`config.mk`:
```
export PLATFORM = sky130hd
export DESIGN_NAME = qarma64_tweak_sequencer
export DESIGN_NICKNAME = d
export VERILOG_FILES = /design/src/rtl/qarma64_pkg.sv /design/src/rtl/qarma64_tweak_step.sv /design/src/rtl/qarma64_tweak_sequencer.sv
export SDC_FILE = /design/constraint.sdc
export NUM_CORES = 1
export LEC_CHECK = 0
export CORE_MARGIN = 2
export CORE_UTILIZATION = 51
export CTS_CLUSTER_SIZE = 12
export DETAILED_ROUTE_END_ITERATION = 16
export GPL_TIMING_DRIVEN = 0
export PLACE_DENSITY = 0.84
export SYNTH_ARGS = -nofsm -noshare
export SYNTH_HDL_FRONTEND = slang
export SYNTH_SLANG_ARGS = --single-unit
export TNS_END_PERCENT = 20
```
`constraint.sdc`:
```
create_clock -name clk -period 6.2 [get_ports clk]
set_clock_uncertainty 0.05 [all_clocks]
set_input_delay 0.62 -clock clk [delete_from_list [all_inputs] [get_ports clk]]
set_output_delay 0.62 -clock clk [all_outputs]
set_load 0.05 [all_outputs]
```
`src/rtl/qarma64_pkg.sv`:
```
// ============================================================================
// Package   : qarma64_pkg
// Purpose   : Shared constants, state type and tweak-schedule helper functions
//             for the QARMA-64 iterative datapath.
// Revision  : 1.0 - initial release
// ============================================================================
`default_nettype none

package qarma64_pkg;

  localparam int QARMA64_ROUNDS  = 7;
  localparam int QARMA64_TWEAK_W = 64;

  typedef enum logic [1:0] {
    TS_IDLE = 2'd0,
    TS_FWD  = 2'd1,
    TS_BWD  = 2'd2
  } tweak_seq_state_t;

  // Tweak cell permutation h: cell i of the result is taken from cell
  // TWEAK_PERM[i] of the input. Cell 0 is the most significant nibble.
  localparam int TWEAK_PERM [16] = '{6, 5, 14, 15, 0, 1, 2, 3, 7, 12, 13, 4, 8, 9, 10, 11};

  // Cells that receive the 4-bit LFSR after permutation (bit i = cell i):
  // cells 0, 1, 3, 4, 8, 11 and 13.
  localparam logic [15:0] TWEAK_LFSR_CELLS = 16'h291B;

  // omega: (b3,b2,b1,b0) -> (b0^b1, b3, b2, b1)
  function automatic logic [3:0] lfsr_fwd(input logic [3:0] c);
    return {c[0] ^ c[1], c[3], c[2], c[1]};
  endfunction

  // omega^-1: (c3,c2,c1,c0) -> (c2, c1, c0, c3^c0)
  function automatic logic [3:0] lfsr_inv(input logic [3:0] c);
    return {c[2], c[1], c[0], c[3] ^ c[0]};
  endfunction

  // UpdateTweak: permute cells with h, then clock the LFSR on the marked cells.
  function automatic logic [63:0] update_tweak(input logic [63:0] t);
    logic [63:0] p;
    p = '0;
    for (int i = 0; i < 16; i++) begin
      p[63-4*i -: 4] = t[63-4*TWEAK_PERM[i] -: 4];
    end
    for (int i = 0; i < 16; i++) begin
      if (TWEAK_LFSR_CELLS[i]) begin
        p[63-4*i -: 4] = lfsr_fwd(p[63-4*i -: 4]);
      end
    end
    return p;
  endfunction

  // InvUpdateTweak: undo the LFSR on the marked cells, then apply h^-1.
  function automatic logic [63:0] inv_update_tweak(input logic [63:0] t);
    logic [63:0] q;
    logic [63:0] r;
    q = t;
    for (int i = 0; i < 16; i++) begin
      if (TWEAK_LFSR_CELLS[i]) begin
        q[63-4*i -: 4] = lfsr_inv(q[63-4*i -: 4]);
      end
    end
    r = '0;
    for (int i = 0; i < 16; i++) begin
      r[63-4*TWEAK_PERM[i] -: 4] = q[63-4*i -: 4];
    end
    return r;
  endfunction

endpackage

`default_nettype wire

```
`src/rtl/qarma64_tweak_step.sv`:
```
// ============================================================================
// Module    : qarma64_tweak_step
// Purpose   : One combinational tweak-schedule step; forward (UpdateTweak)
//             or backward (InvUpdateTweak) selected by dir.
// Revision  : 1.0 - initial release
// ============================================================================
`default_nettype none

module qarma64_tweak_step
  import qarma64_pkg::*;
(
  input  logic [QARMA64_TWEAK_W-1:0] tk,
  input  logic                       dir,
  output logic [QARMA64_TWEAK_W-1:0] newtk
);

  logic [QARMA64_TWEAK_W-1:0] fwd_tk;
  logic [QARMA64_TWEAK_W-1:0] bwd_tk;

  // Both directions are always evaluated; dir only steers the mux.
  assign fwd_tk = update_tweak(tk);
  assign bwd_tk = inv_update_tweak(tk);
  assign newtk  = dir ? bwd_tk : fwd_tk;

endmodule

`default_nettype wire

```
`src/rtl/qarma64_tweak_sequencer.sv`:
```
// ============================================================================
// Module    : qarma64_tweak_sequencer
// Purpose   : Streams the 2*ROUNDS round tweaks for one input tweak: forward
//             t0..t(R-1), then backward t(R-1)..t0 regenerated with the
//             inverse update, so no per-round tweak storage is needed.
// Revision  : 1.0 - initial release
// ============================================================================
`default_nettype none

module qarma64_tweak_sequencer
  import qarma64_pkg::*;
#(
  parameter int ROUNDS = QARMA64_ROUNDS,
  parameter int IDX_W  = 3
) (
  input  logic                       clk,
  input  logic                       rst,
  input  logic                       in_valid,
  output logic                       in_ready,
  input  logic [QARMA64_TWEAK_W-1:0] in_tweak,
  output logic                       out_valid,
  input  logic                       out_ready,
  output logic [QARMA64_TWEAK_W-1:0] out_tk,
  output logic [IDX_W-1:0]           out_idx,
  output logic                       out_dir,
  output logic                       out_last,
  output logic                       busy
);

  localparam logic [IDX_W-1:0] LAST_IDX = IDX_W'(ROUNDS - 1);

  tweak_seq_state_t           state;
  logic [QARMA64_TWEAK_W-1:0] tk_reg;
  logic [IDX_W-1:0]           idx;
  logic [QARMA64_TWEAK_W-1:0] step_tk;
  logic                       step_dir;

  // In BWD the step runs the inverse schedule, walking back toward t0.
  assign step_dir = (state == TS_BWD);

  qarma64_tweak_step u_step (
    .tk    (tk_reg),
    .dir   (step_dir),
    .newtk (step_tk)
  );

  // Sequencing state: the turnaround beat at R-1 keeps tk_reg/idx so that
  // t(R-1) appears once in each half.
  always_ff @(posedge clk or posedge rst) begin
    if (rst) begin
      state  <= TS_IDLE;
      tk_reg <= '0;
      idx    <= '0;
    end else begin
      case (state)
        TS_IDLE: begin
          if (in_valid) begin
            tk_reg <= in_tweak;
            idx    <= '0;
            state  <= TS_FWD;
          end
        end
        TS_FWD: begin
          if (out_ready) begin
            if (idx == LAST_IDX) begin
              state <= TS_BWD;
            end else begin
              tk_reg <= step_tk;
              idx    <= idx + IDX_W'(1);
            end
          end
        end
        TS_BWD: begin
          if (out_ready) begin
            if (idx == '0) begin
              state <= TS_IDLE;
            end else begin
              tk_reg <= step_tk;
              idx    <= idx - IDX_W'(1);
            end
          end
        end
        default: state <= TS_IDLE;
      endcase
    end
  end

  // Outputs decode directly from registers so they hold steady under stall.
  assign in_ready  = (state == TS_IDLE) & ~rst;
  assign out_valid = (state != TS_IDLE);
  assign busy      = (state != TS_IDLE);
  assign out_tk    = tk_reg;
  assign out_idx   = idx;
  assign out_dir   = (state == TS_BWD);
  assign out_last  = (state == TS_BWD) & (idx == '0);

endmodule

`default_nettype wire

```
==> metrics.txt <==
DP Wirelength=9832 um; routability-driven placement congestion ratio=0.8604; met2 WL=6702 um; metal3 WL=1064 um; Inst Count DP=655; hold buffer count at CTS=0; vias in the first global route=4092; CTS tree=done; Max Cap Viol=0; startpoint type of the worst setup path=register; Area contributors post-synth=dfrtp_1 39%, mux2_2 13%, mux2i_1 12%, mux2_4 9.2%, a21oi_1 6.7%; Root Buffer=clkbuf_8; crit end category=output port; Post-synth EDFFs=0; final setup violation count=0; post-cts resize count=0; Core Area=0.008299 mm^2; yosys warns=0; sequential share of the synthesized area=39.26%; Mapped Area=0.004398 mm^2; Synth Instances=411; Layout Nets=636; fin crit share=50.40%; gr usage total=29.72%; number of H-tree levels=3; Yosys top cell by area=dfrtp_1; initial antenna violation count=0; Syn-to-layout area delta=39.37%; top cell type's share of synthesized area=39.26%; global route overflow=0; Final ANT Viol Nets=0; num ports=140; DR WL/cell=20.55 um; CP max FO=4; Worst slew margin=41.18%; Max Freq=0.3201 GHz; Via density=5.772; CP arrival=2450 ps; clock sinks=69; ys flop type=dfrtp_1; DRC=0; n_diodes=0; pre-CTS setup slack=3319 ps; first-pass GRT wire length=21850 um; clk buf depth=2; Async S/R FF share, synth=100.0%; Post-CTS Setup Inserts=0; final hold violations=0; filler instances=590; Die W=96.86 um; Post-Route Setup TNS=0 ps; TritonRoute pass-1 iters=5; Distinct cells, synth=30; Vias=3873; DIE AREA=0.009382 mm^2; highest routed layer=met4; hold path startpoint=out_tk[43]; Setup crit start=state[0]; ratio of cells with drive above 1 in the final layout=19.96%; Clk pin slew, worst setup/hold paths=70 ps; Starting Density=52.99%; unrepaired setup endpoints after global routing=no; worst reg2reg startpoint=state[0]; port bufs=139; number of buffers created by CTS=9; kind of critical path=reg2out; Worst Path Required=5530 ps; status=finished clean; Synth Register Bits=69; Min Hold Slack=528.5 ps; min Tclk post-route=3124 ps; Syn Area/Cell=10.70 um^2; worst min-delay path class=reg2reg; largest net degree at the start of global routing=70; Worst-Margin Slew=882.2 ps; insertion delay to the later sink of the worst-skew pair=360 ps; Cell Rows=33; DRT iter0 DRCs=220; Die Y=96.86 um; Post-Route WL=13790 um; M1 WL=5727 um; setup ws final=3076 ps; post-route insts no fill=671; Final Max Slew Viols=0; Synth Net Count=486
-- Yosys cell counts, types with 3 or more instances --
master,n
dfrtp_1,69
a21oi_1,59
nor2_1,59
mux2_2,51
mux2i_1,51
mux2_4,27
xnor2_1,13
clkbuf_1,11
o21ai_0,11
nand2_1,10
buf_2,7
ha_1,7
buf_4,5
inv_1,5
buf_1,4
buf_12,4
nand2b_1,3
xor2_1,3
-- state kept, by name, indices dropped and copies added (netlist names) --
| signal | count |
|---|---|
| out_idx | 3 |
| out_tk | 64 |
| state | 2 |
-- critical path: stages, from the launching register on --
cell and delay, ps:
dfrtp_1 420, inv_1 130, ha_1 250, or3b_4 410, nor2_1 90, clkdlybuf4s50_1 800
-- final timing paths --
kind | slack [ps] | end | cells past startpoint
setup / recovery | 3080 | out_last | 5
setup reg to reg | 3270 | out_idx[2] | 10
max in group asynchronous | 4750 | out_tk[43] | 2
hold reg to reg | 530 | out_tk[43] | 1
hold / removal | 530 | out_tk[43] | 1
min in group asynchronous | 780 | state[0] | 2
-- cells by family (layout without fill, tap and decap cells) --
group	count (synthesis)	count (layout)	synth area share, %
compound gates	74	74	8.819
flops	69	69	39.26
mux	129	129	33.88
xor+xnor	16	16	3.186
simple gates	80	80	7.682
buf+inv	36	191	5.178
fa+ha+maj	7	7	1.991
-- layout by cell type (no fill, tap or decap), drive strengths merged, types with 2 or more instances in the layout --
cell type,count
clkdlybuf4s50,139
mux2,78
dfrtp,69
nor2,60
a21oi,60
mux2i,51
clkbuf,22
buf,20
xnor2,13
o21ai,11
nand2,10
ha,7
inv,5
nand2b,3
xor2,3
clkinv,3
bufinv,2
-- layer usage --
layer  vias up  track usage, %
li1       1724               -
met1      1925           38.20
met2       196           49.25
met3        28           7.153
met4         0           9.967
met5         -               0
-- metrics by stage --
stage               instance area [um^2]  utilization (%)
finish                              6130            73.86
global route                        6130            73.86
CTS                                 6130            73.86
detailed placement                  5923            71.37
global placement                    5921            71.34
floorplan                           4398                -
-- layout make-up --
cell class	instances	area (um^2)	share of cell area (%)
clock buffers	11	131.4	2.143
repair buffers	139	1391	22.70
inverters	5	21.27	0.3470
plain buffers	31	209.0	3.409
clock inverters	5	75.07	1.225
multi-input cells	306	2444	39.87
flip-flops and latches	69	1727	28.17
well taps	105	131.4	2.143
Power is left out: the tool's default activity adds up to more than one toggle a clock period on the data nets, which glitch-free logic cannot reach.
